## config.mk

```make
export PLATFORM = sky130hd
export DESIGN_NAME = ucsbece154b_branch_predictor_flat
export DESIGN_NICKNAME = d
export VERILOG_FILES = /design/src/rtl/ucsbece154b_branch_predictor_pkg.sv /design/src/rtl/ucsbece154b_branch_predictor_if.sv /design/src/rtl/ucsbece154b_branch_predictor_sat_counter2.sv /design/src/rtl/ucsbece154b_branch_predictor.sv /design/src/flat_wrapper.sv
export SDC_FILE = /design/constraint.sdc
export NUM_CORES = 2
export LEC_CHECK = 0
export BUFFER_PORTS_ARGS = -buffer_cell sky130_fd_sc_hd__buf_2
export CAP_MARGIN = 5
export CORE_MARGIN = 2
export CORE_UTILIZATION = 55
export DETAILED_ROUTE_END_ITERATION = 16
export PLACE_DENSITY = 0.67
export REMOVE_ABC_BUFFERS = 1
export SYNTH_ARGS = -nofsm -noshare
export SYNTH_HDL_FRONTEND = slang
export SYNTH_SLANG_ARGS = --single-unit
```

## constraint.sdc

```tcl
create_clock -name clk -period 8.3 [get_ports clk]
set_clock_uncertainty 0.1 [all_clocks]
set_input_delay 0.83 -clock clk [delete_from_list [all_inputs] [get_ports clk]]
set_output_delay 0.83 -clock clk [all_outputs]
set_load 0.01 [all_outputs]
```

## src/rtl/ucsbece154b_branch_predictor_pkg.sv

```systemverilog
// ucsbece154b_branch_predictor_pkg
//   Shared definitions for the gshare + BTB branch predictor:
//   - 2-bit PHT counter encodings (strong/weak not-taken/taken)
//   - PHT reset value (weakly not-taken)
//   - data-path width
package ucsbece154b_branch_predictor_pkg;

  localparam int XLEN = 32;

  typedef enum logic [1:0] {
    PHT_STRONG_NT = 2'b00,
    PHT_WEAK_NT   = 2'b01,
    PHT_WEAK_T    = 2'b10,
    PHT_STRONG_T  = 2'b11
  } pht_state_t;

  localparam logic [1:0] PHT_RESET_VAL = 2'(PHT_WEAK_NT);

endpackage

```

## src/rtl/ucsbece154b_branch_predictor_if.sv

```systemverilog
// ucsbece154b_branch_predictor_if
//   Groups the fetch-side lookup and execute-side training signals of the
//   branch predictor.
//   master : pipeline datapath (drives PCs and resolved E-stage outcomes)
//   slave  : predictor (drives prediction, gshare index and mispredict)
//   NUM_GHR_BITS must match the predictor instance's NUM_GHR_BITS.
//   Fetch  : PCF_i -> BranchTakenF_o, BTBtargetF_o, PHTindexF_o
//   Execute: PredTakenE_i, PHTindexE_i, PCE_i, PCTargetE_i, BranchE_i,
//            JumpE_i, BranchTakenE_i -> MispredictE_o
interface ucsbece154b_branch_predictor_if #(
  parameter int NUM_GHR_BITS = 5
);

  logic [31:0]             PCF_i;
  logic                    BranchTakenF_o;
  logic [31:0]             BTBtargetF_o;
  logic [NUM_GHR_BITS-1:0] PHTindexF_o;

  logic                    PredTakenE_i;
  logic [NUM_GHR_BITS-1:0] PHTindexE_i;
  logic [31:0]             PCE_i;
  logic [31:0]             PCTargetE_i;
  logic                    BranchE_i;
  logic                    JumpE_i;
  logic                    BranchTakenE_i;
  logic                    MispredictE_o;

  modport master (
    output PCF_i,
    input  BranchTakenF_o,
    input  BTBtargetF_o,
    input  PHTindexF_o,
    output PredTakenE_i,
    output PHTindexE_i,
    output PCE_i,
    output PCTargetE_i,
    output BranchE_i,
    output JumpE_i,
    output BranchTakenE_i,
    input  MispredictE_o
  );

  modport slave (
    input  PCF_i,
    output BranchTakenF_o,
    output BTBtargetF_o,
    output PHTindexF_o,
    input  PredTakenE_i,
    input  PHTindexE_i,
    input  PCE_i,
    input  PCTargetE_i,
    input  BranchE_i,
    input  JumpE_i,
    input  BranchTakenE_i,
    output MispredictE_o
  );

endinterface

```

## src/rtl/ucsbece154b_branch_predictor_sat_counter2.sv

```systemverilog
// ucsbece154b_sat_counter2
//   Next-state function of a 2-bit saturating direction counter.
//   count_i : current counter value
//   taken_i : resolved direction (1 = taken)
//   count_o : updated counter, saturating at 2'b11 and 2'b00
module ucsbece154b_sat_counter2
  import ucsbece154b_branch_predictor_pkg::*;
(
  input  logic [1:0] count_i,
  input  logic       taken_i,
  output logic [1:0] count_o
);

  always_comb begin
    count_o = count_i;
    if (taken_i) begin
      if (count_i != 2'(PHT_STRONG_T)) count_o = count_i + 2'd1;
    end else begin
      if (count_i != 2'(PHT_STRONG_NT)) count_o = count_i - 2'd1;
    end
  end

endmodule

```

## src/rtl/ucsbece154b_branch_predictor.sv

```systemverilog
// ucsbece154b_branch_predictor
//   Gshare direction predictor plus direct-mapped BTB.
//   Fetch lookup is combinational from registered state; training and
//   mispredict detection use the resolved execute-stage outcome.
//   Ports:
//     clk    : clock, all state updates on the rising edge
//     reset  : synchronous, active-low
//     bp     : ucsbece154b_branch_predictor_if.slave (fetch + execute signals)
//   Optional feature, macro UCSBECE154B_BP_PERF_COUNTERS_EN:
//     BranchCount_o     : cycles with a branch or jal in E (wraps at 2^32)
//     MispredictCount_o : cycles with MispredictE_o set    (wraps at 2^32)
module ucsbece154b_branch_predictor
  import ucsbece154b_branch_predictor_pkg::*;
#(
  parameter int NUM_BTB_ENTRIES = 32,
  parameter int NUM_GHR_BITS    = 5
) (
  input  logic clk,
  input  logic reset,
  ucsbece154b_branch_predictor_if.slave bp
`ifdef UCSBECE154B_BP_PERF_COUNTERS_EN
  ,
  output logic [31:0] BranchCount_o,
  output logic [31:0] MispredictCount_o
`endif
);

  localparam int IDX_BITS  = $clog2(NUM_BTB_ENTRIES);
  localparam int TAG_BITS  = XLEN - IDX_BITS - 2;
  localparam int PHT_DEPTH = 1 << NUM_GHR_BITS;

  logic                    btbValid  [NUM_BTB_ENTRIES];
  logic [TAG_BITS-1:0]     btbTag    [NUM_BTB_ENTRIES];
  logic [31:0]             btbTarget [NUM_BTB_ENTRIES];
  logic                    btbIsJump [NUM_BTB_ENTRIES];
  logic [1:0]              pht       [PHT_DEPTH];
  logic [NUM_GHR_BITS-1:0] ghr;

  // Fetch lookup
  logic [IDX_BITS-1:0]     fIdx;
  logic [TAG_BITS-1:0]     fTag;
  logic                    fHit;
  logic [NUM_GHR_BITS-1:0] phtIdxF;

  assign fIdx    = bp.PCF_i[IDX_BITS+1:2];
  assign fTag    = bp.PCF_i[31:IDX_BITS+2];
  assign fHit    = btbValid[fIdx] && (btbTag[fIdx] == fTag);
  assign phtIdxF = bp.PCF_i[NUM_GHR_BITS+1:2] ^ ghr;

  assign bp.PHTindexF_o    = phtIdxF;
  assign bp.BranchTakenF_o = fHit & (btbIsJump[fIdx] | pht[phtIdxF][1]);
  assign bp.BTBtargetF_o   = fHit ? btbTarget[fIdx] : 32'd0;

  // Execute training
  logic [IDX_BITS-1:0]     eIdx;
  logic [TAG_BITS-1:0]     eTag;
  logic                    btbWrite;
  logic                    phtWrite;
  logic [1:0]              phtCur;
  logic [1:0]              phtNext;
  logic [NUM_GHR_BITS-1:0] ghrNext;
  logic                    mispredictE;

  assign eIdx     = bp.PCE_i[IDX_BITS+1:2];
  assign eTag     = bp.PCE_i[31:IDX_BITS+2];
  // A jal always (re)allocates; a branch only allocates when taken, so a
  // not-taken branch can never create a BTB entry that redirects fetch.
  assign btbWrite = bp.JumpE_i | (bp.BranchE_i & bp.BranchTakenE_i);
  assign phtWrite = bp.BranchE_i & ~bp.JumpE_i;
  assign phtCur   = pht[bp.PHTindexE_i];
  // Shift form works for every history length including a single bit.
  assign ghrNext  = (ghr << 1) | NUM_GHR_BITS'(bp.BranchTakenE_i);

  ucsbece154b_sat_counter2 u_sat_counter2 (
    .count_i (phtCur),
    .taken_i (bp.BranchTakenE_i),
    .count_o (phtNext)
  );

  // Last term: fetch followed a stale BTB hit on a non-control instruction.
  assign mispredictE = (bp.BranchE_i & (bp.PredTakenE_i ^ bp.BranchTakenE_i))
                     | (bp.JumpE_i & ~bp.PredTakenE_i)
                     | (~bp.BranchE_i & ~bp.JumpE_i & bp.PredTakenE_i);

  assign bp.MispredictE_o = mispredictE;

  always_ff @(posedge clk) begin
    if (!reset) begin
      for (int i = 0; i < NUM_BTB_ENTRIES; i++) btbValid[i] <= 1'b0;
      for (int i = 0; i < PHT_DEPTH; i++)       pht[i]      <= PHT_RESET_VAL;
      ghr <= '0;
    end else begin
      if (btbWrite) btbValid[eIdx] <= 1'b1;
      if (phtWrite) begin
        pht[bp.PHTindexE_i] <= phtNext;
        ghr                 <= ghrNext;
      end
    end
  end

  // BTB payload needs no reset: it is qualified by btbValid.
  always_ff @(posedge clk) begin
    if (reset && btbWrite) begin
      btbTag[eIdx]    <= eTag;
      btbTarget[eIdx] <= bp.PCTargetE_i;
      btbIsJump[eIdx] <= bp.JumpE_i;
    end
  end

`ifdef UCSBECE154B_BP_PERF_COUNTERS_EN
  always_ff @(posedge clk) begin
    if (!reset) begin
      BranchCount_o     <= '0;
      MispredictCount_o <= '0;
    end else begin
      if (bp.BranchE_i | bp.JumpE_i) BranchCount_o     <= BranchCount_o + 32'd1;
      if (mispredictE)               MispredictCount_o <= MispredictCount_o + 32'd1;
    end
  end
`endif

  // PC byte-offset bits carry no information for instruction addresses.
  logic unusedPcBits;
  assign unusedPcBits = ^{bp.PCF_i[1:0], bp.PCE_i[1:0]};

endmodule

```

## src/flat_wrapper.sv

```systemverilog
// flat-port wrapper written by rule: the top's interface ports become plain ports
module ucsbece154b_branch_predictor_flat import ucsbece154b_branch_predictor_pkg::*;
#(
  parameter int NUM_BTB_ENTRIES = 32,
  parameter int NUM_GHR_BITS    = 5
)
  (clk, reset, bp_PCF_i, bp_BranchTakenF_o, bp_BTBtargetF_o, bp_PHTindexF_o, bp_PredTakenE_i, bp_PHTindexE_i, bp_PCE_i, bp_PCTargetE_i, bp_BranchE_i, bp_JumpE_i, bp_BranchTakenE_i, bp_MispredictE_o);
  ucsbece154b_branch_predictor_if #(.NUM_GHR_BITS(NUM_GHR_BITS)) bp_i ();
  input  logic clk;
  input  logic reset;
  input wire logic [$bits(bp_i.PCF_i)-1:0] bp_PCF_i;
  output wire logic [$bits(bp_i.BranchTakenF_o)-1:0] bp_BranchTakenF_o;
  output wire logic [$bits(bp_i.BTBtargetF_o)-1:0] bp_BTBtargetF_o;
  output wire logic [$bits(bp_i.PHTindexF_o)-1:0] bp_PHTindexF_o;
  input wire logic [$bits(bp_i.PredTakenE_i)-1:0] bp_PredTakenE_i;
  input wire logic [$bits(bp_i.PHTindexE_i)-1:0] bp_PHTindexE_i;
  input wire logic [$bits(bp_i.PCE_i)-1:0] bp_PCE_i;
  input wire logic [$bits(bp_i.PCTargetE_i)-1:0] bp_PCTargetE_i;
  input wire logic [$bits(bp_i.BranchE_i)-1:0] bp_BranchE_i;
  input wire logic [$bits(bp_i.JumpE_i)-1:0] bp_JumpE_i;
  input wire logic [$bits(bp_i.BranchTakenE_i)-1:0] bp_BranchTakenE_i;
  output wire logic [$bits(bp_i.MispredictE_o)-1:0] bp_MispredictE_o;
  assign bp_i.PCF_i = bp_PCF_i;
  assign bp_BranchTakenF_o = bp_i.BranchTakenF_o;
  assign bp_BTBtargetF_o = bp_i.BTBtargetF_o;
  assign bp_PHTindexF_o = bp_i.PHTindexF_o;
  assign bp_i.PredTakenE_i = bp_PredTakenE_i;
  assign bp_i.PHTindexE_i = bp_PHTindexE_i;
  assign bp_i.PCE_i = bp_PCE_i;
  assign bp_i.PCTargetE_i = bp_PCTargetE_i;
  assign bp_i.BranchE_i = bp_BranchE_i;
  assign bp_i.JumpE_i = bp_JumpE_i;
  assign bp_i.BranchTakenE_i = bp_BranchTakenE_i;
  assign bp_MispredictE_o = bp_i.MispredictE_o;
  ucsbece154b_branch_predictor #(.NUM_BTB_ENTRIES(NUM_BTB_ENTRIES), .NUM_GHR_BITS(NUM_GHR_BITS)) u_core (.clk(clk), .reset(reset), .bp(bp_i));
endmodule
```

## After elaboration in Yosys (flattened, before gate mapping)

Memory sizes are Yosys's and may differ from the RTL's.
Cells that the tools add are included.

- Register bits after elaboration: 5
- Bits in writable memories: 1952
- Bits of input ports: 107
- Word-level logic and storage cells: 51
- Memories kept: 5

Memories:

| name | words | width | read ports | clocked after Yosys merged registers in | wr ports | RTL line | source |
|---|---|---|---|---|---|---|---|
| u_core.btbTarget | 32 | 32 | 1 | 0 | 1 | ucsbece154b_branch_predictor.sv:34 | `logic [31:0] btbTarget [NUM_BTB_ENTRIES];` |
| u_core.btbTag | 32 | 25 | 1 | 0 | 1 | ucsbece154b_branch_predictor.sv:33 | `logic [TAG_BITS-1:0] btbTag [NUM_BTB_ENTRIES];` |
| u_core.pht | 32 | 2 | 2 | 0 | 32 | ucsbece154b_branch_predictor.sv:36 | `logic [1:0] pht [PHT_DEPTH];` |
| u_core.btbIsJump | 32 | 1 | 1 | 0 | 1 | ucsbece154b_branch_predictor.sv:35 | `logic btbIsJump [NUM_BTB_ENTRIES];` |
| u_core.btbValid | 32 | 1 | 1 | 0 | 32 | ucsbece154b_branch_predictor.sv:32 | `logic btbValid [NUM_BTB_ENTRIES];` |

- Add/sub/neg operators: 2
- Eq/ne operators: 2
- Mux-type cells: 19
- Bitwise gates (word level): 17
- Reduce and logical (&&, ||, !) cells: 5

Operator list:

| operator | count |
|---|---|
| 32-bit 2-to-1 mux | 1 |
| 25-bit equality test | 1 |
| 1-bit 2-to-1 mux | 12 |
| 5-bit 2-to-1 mux | 2 |
| 2-bit 2-to-1 mux | 4 |
| 1-bit bitwise AND | 7 |
| 5-bit by 1-bit OR with 5-bit output | 1 |
| 5-bit bitwise XOR | 1 |
| 1-bit OR | 4 |
| 1-bit NOT | 3 |
| 2-bit by 1-bit adder with 2-bit output, second input constant | 1 |
| 1-bit logical AND | 2 |
| 2-bit != test, second input constant | 1 |
| 2-bit nonzero test | 1 |
| 2-bit OR reduction | 1 |
| 2-bit by 1-bit subtractor with 2-bit output, second input constant | 1 |
| 1-bit OR reduction | 1 |
| 1-bit bitwise XOR | 1 |

## Depth between registers and ports, before layout

- Depth after elaboration: 7
- Depth in mapped cells: 17
- Gate-level depth less buffers: 8

## Cells and area by module

A second synthesis with hierarchy kept.

- Cell total of the unflattened synthesis: 3495
- Area total of the unflattened synthesis: 76502.1 um^2

Modules (own cells, without submodules):

| module | times used | cells an instance | area an instance (um^2) | seq. area each (um^2) |
|---|---|---|---|---|
| ucsbece154b_branch_predictor | 1 | 3492 | 76475.8 | 58396.0 |
| ucsbece154b_sat_counter2 | 1 | 3 | 26.3 | 0.0 |

## Worst setup path before layout

Ideal clock, no wire load.

- Kind: in2reg
- Start point: input reset
- End point: memory u_core.btbIsJump[12] (enable)
- Library setup time: 0.547 ns
- Data arrival time: 5.637 ns
- Data required time: 7.653 ns
- Setup slack: 2.016 ns
- Stages on the path: 5
- Buffers on the path: 2
- Path through: clkbuf_1 -> nor2b_1 -> clkbuf_1 -> nand4b_1 -> nor3_1

- Word-level cells in the longest chain between the ends: 3

Ends and longest elaborated chain:

| element | RTL line | source |
|---|---|---|
| start, declared | flat_wrapper.sv:10 | `input logic reset;` |
| 1-bit logical AND | ucsbece154b_branch_predictor.sv:103 | `if (reset && btbWrite) begin` |
| 1-bit 2-to-1 mux | ucsbece154b_branch_predictor.sv:103 |  |
| 1-bit 2-to-1 mux (not written as such) | ucsbece154b_branch_predictor.sv:106 | `btbIsJump[eIdx] <= bp.JumpE_i;` |
| end, declared | ucsbece154b_branch_predictor.sv:35 |  |

No other way between the ends.

## Final worst setup path

- Start point: input bp_PCF_i[2]
- End point: output bp_BTBtargetF_o[1]

- Word-level cells in the longest chain between the ends: 4
- Elaborated cells on any way between the ends: 6
- Classes of those cells: 1 x eq/ne; 1 x mux; 1 x reduce/logical; 3 x memory

Ends and longest elaborated chain:

| element | RTL line | source |
|---|---|---|
| start, declared | flat_wrapper.sv:11 | `input wire logic [$bits(bp_i.PCF_i)-1:0] bp_PCF_i;` |
| memory read 32 x 25 bit | n/a |  |
| 25-bit equality test | ucsbece154b_branch_predictor.sv:47 | `assign fHit = btbValid[fIdx] && (btbTag[fIdx] == fTag);` |
| 1-bit logical AND | ucsbece154b_branch_predictor.sv:47 |  |
| 32-bit 2-to-1 mux * | ucsbece154b_branch_predictor.sv:52 | `assign bp.BTBtargetF_o = fHit ? btbTarget[fIdx] : 32'd0;` |
| end, declared | flat_wrapper.sv:13 | `output wire logic [$bits(bp_i.BTBtargetF_o)-1:0] bp_BTBtargetF_o;` |

Mark *: on every way between the ends. The rest lies on a longest branch, timed or not.

==> results.md <==
* Outcome: finished, final reports clean
* Hold Crit Depth at 3
* Worst r2r src: u_core.pht[3][1]$_SDFFCE_PN0P_
* Clk Latency, worst-skew pair at 0.82 ns
* Global placer's final weighted congestion at 0.780
* Max Freq at 147 MHz
* Largest net degree at the start of global routing at 91
* Reg2reg end: u_core.pht[2][0]$_SDFFCE_PN1P_
* Highest routed layer: met5
* Synth Area in Adders at 0.000261
* Mean cell area of the mapped netlist at 22.6 um^2
* Core Rows at 136
* Library cells used by synthesis at 67
* Max-slew headroom at 0.124
* Gr usage total at 0.265
* Power Density at 236 nW/um^2
* Worst Path Arrival at 5.87 ns
* Worst VDD drop at 0.000212 V
* Number of global-route vias before repair at 37600
* TritonCTS clock tree: yes
* Slowest-stage cell, CP: a2111oi_0
* Synth Area in Simple Gates at 0.0209
* Tmin final at 6.80 ns
* Setup TNS at 0 ns
* Hold path endpoint: u_core.ghr[0]$_SDFFE_PN0P_
* DRT met1 WL at 73600 um
* PostCTS Resize Cnt at 0
* Htree depth at 4
* Final hold violations at 0
* Final setup violation count at 0
* XOR/XNOR share of the synthesized area at 0.00343
* Num CTS Buffers at 190
* Die Ht at 377 um
* Delay of the slowest cell on the worst path at 0.94 ns
* Fraction of registers with async set/reset at 0
* Vias per cell at 6.67
* Worst EP required at 7.37 ns
* EDFF count, synth at 1920
* Antenna violations before repair at 19
* Ordered cell list for the critical path: buf_8 -> buf_4 -> buf_12 -> mux4_2 -> nor2b_1 -> a21oi_1 -> xnor2_1 -> nor4_1 -> nand4_1 -> buf_4 -> a2111oi_0 -> buf_2
* Non-Filler Instances at 5576
* GRT overflow at 0
* Final core area utilization at 0.620
* Final Max Tran Viols at 0
* Met3 WL at 16100 um
* Synthesized instance count at 3396
* Input/output buffers at 141
* Critical Path Fanout Max at 77
* Max Root-Sink Buffers at 3
* Worst path most repeated cell: buf_4
* Seq cells post-synth at 1957
* Mux contribution to synthesized area at 0.176
* Io pins at 146
* Hold Path Class: in -> reg
* # hold bufs at CTS at 0
* Area growth syn-to-layout at 11.6%
* Crit path capture type: output pin
* First-pass GRT wire length at 265000 um
* Crit start category: input port
* Setup CP Type: in -> out
* Full die area at 142000 um^2
* Core Area at 138000 um^2
* Layout cells sized above 1 at 0.298
* RSZ-0062 raised after global routing: no
* Drt wl/cell at 33.3 um
* Routed Antenna Nets at 0
* Initial DRT Pass Iterations at 6
* Placed Instances at 5222
* Crit path buffers/inverters at 5
* R2R depth at 7
* Number of synthesis warnings at 0
* Largest family of logic cells by synthesized area: multiplexers
* Die width at 377 um
* HPWL Detailed at 98600 um
* Number of vias in the routed layout at 37200
* Final period utilization at 0.819
* WL final at 186000 um
* Max-cap violations at 0
* Fillcell total at 9218
* Initial DRC count at 5149
* Clock sinks at 1957
* Initial Util at 0.556
* Least-Margin Pin Slew at 1.31 ns
* R2R setup slack at 4.99 ns
* Main synth FF type: edfxtp_1
* Worst-path clk slew at 0.05 ns
* CP delay by family, top: buffers and inverters
* Cell area after synthesis at 76600 um^2
* Setup bufs post-CTS at 0
* CTS root buf: clkbuf_16
* Final Power at 20200 uW
* DR DRC count at 0
* Complex-gate fraction of the synthesized area at 0.0214
* Leak at 0.0270 uW
* Final net count at 3727
* Register area share after synthesis at 0.762
* Worst Hold Launch: bp_BranchTakenE_i
* Met2 routed WL at 90900 um
-- through the flow --
step,setup WS [ns],hold WS [ns],cell area (um^2)
2_1_floorplan,2.20,0.321,75400
3_3_place_gp,1.53,0.327,79500
3_5_place_dp,1.44,0.335,79500
4_1_cts,1.42,0.228,85500
5_1_grt,1.21,0.271,85500
6_report,1.50,0.291,85500
-- power breakdown --
part           internal (uW)  switching (uW)  leakage [uW]
combinational            400             603       0.00649
sequential             10900            24.1        0.0176
clock                   4630            3610       0.00290
-- cell usage after synthesis, types with 4 or more instances --
| master | n | share of area |
|---|---|---|
| edfxtp_1 | 1920 | 0.75 |
| a22oi_1 | 23 | 0.0023 |
| nor2b_1 | 22 | 0.0018 |
| a21oi_1 | 15 | 0.00098 |
| or3_1 | 4 | 0.00033 |
| a221oi_1 | 10 | 0.0011 |
| a211oi_1 | 8 | 0.00078 |
| buf_6 | 17 | 0.0025 |
| nand3b_1 | 5 | 0.00049 |
| xor2_1 | 11 | 0.0013 |
| nor3_1 | 35 | 0.0023 |
| o22ai_1 | 8 | 0.00065 |
| buf_2 | 73 | 0.0048 |
| a2111oi_2 | 30 | 0.0059 |
| nand4_1 | 13 | 0.0011 |
| inv_1 | 6 | 0.00029 |
| buf_4 | 35 | 0.0034 |
| nand2_1 | 119 | 0.0058 |
| mux2_2 | 10 | 0.0015 |
| mux2i_1 | 95 | 0.012 |
| clkbuf_1 | 58 | 0.0028 |
| a22o_1 | 7 | 0.00080 |
| buf_1 | 15 | 0.00074 |
| nor2_1 | 83 | 0.0041 |
| o211ai_1 | 4 | 0.00039 |
| nand2b_1 | 5 | 0.00041 |
| dfxtp_1 | 37 | 0.0097 |
| and2_1 | 8 | 0.00065 |
| xnor2_1 | 19 | 0.0022 |
| o21ai_0 | 49 | 0.0032 |
| a21o_1 | 32 | 0.0031 |
| nand3_1 | 21 | 0.0014 |
| mux4_1 | 9 | 0.0031 |
| mux4_2 | 540 | 0.16 |
-- layer usage --
metal	up-vias	GRT usage
li1	14900	-
met1	20000	0.380
met2	1966	0.423
met3	336	0.0473
met4	16	0.0778
met5	-	0
-- worst max-delay path by stage --
| stage | from | to | slack, ns | cells after the start |
|---|---|---|---|---|
| global route | bp_PCF_i[2] | bp_BTBtargetF_o[1] | 1.21 | 12 |
| finish | bp_PCF_i[2] | bp_BTBtargetF_o[1] | 1.50 | 12 |
| detailed placement | bp_PCF_i[2] | bp_BTBtargetF_o[1] | 1.44 | 12 |
| floorplan | bp_BranchE_i | u_core.btbIsJump[12]$_DFFE_PP_ | 2.20 | 4 |
| CTS | bp_PCF_i[2] | bp_BTBtargetF_o[1] | 1.42 | 12 |
| global placement | bp_PCF_i[2] | bp_BTBtargetF_o[1] | 1.53 | 12 |
-- state kept, by name, indices dropped and copies added, names as in the netlist --
signal / flops
u_core.btbTag: 800
u_core.pht: 64
u_core.btbValid: 32
u_core.btbIsJump: 32
u_core.btbTarget: 1024
u_core.ghr: 5
-- cell usage in the layout, fill, tap and decap left out, types with 49 or more instances in the layout --
cell type,n
mux2i_1,95
o21ai_0,49
buf_2,136
nand2_1,119
nor2_1,55
buf_4,82
clkbuf_16,196
edfxtp_1,1920
clkbuf_1,50
mux4_2,540
-- cells by family after synthesis --
logic type | count (synthesis)
xor gates and xnor gates | 30
adders and majority gates | 2
DFF | 1957
buffers and inverters | 211
and+or+nand+nor | 339
muxes | 654
AOI/OAI and AO/OA | 203
-- worst register-to-register path: stages (launching register included) --
cell	delay, ns
edfxtp_1	0.40
mux4_2	0.49
nand2_1	0.09
o21ai_0	0.11
a221oi_1	0.26
and3_1	0.23
maj3_1	1.03
nand4_1	0.28
-- area by class of cell --
| class | instances | area (um^2) | area share |
|---|---|---|---|
| Clock buffer | 255 | 5220 | 0.0610 |
| Inverter | 7 | 28.8 | 0.000337 |
| Timing Repair Buffer | 236 | 1630 | 0.0191 |
| Sequential cell | 1957 | 58400 | 0.683 |
| Multi-Input combinational cell | 1228 | 17200 | 0.201 |
| Antenna cell | 2 | 5.00 | 0.0000585 |
| Clock inverter | 97 | 751 | 0.00878 |
| Tap cell | 1794 | 2240 | 0.0263 |
Note: power is estimated with default switching activity, not from simulation.
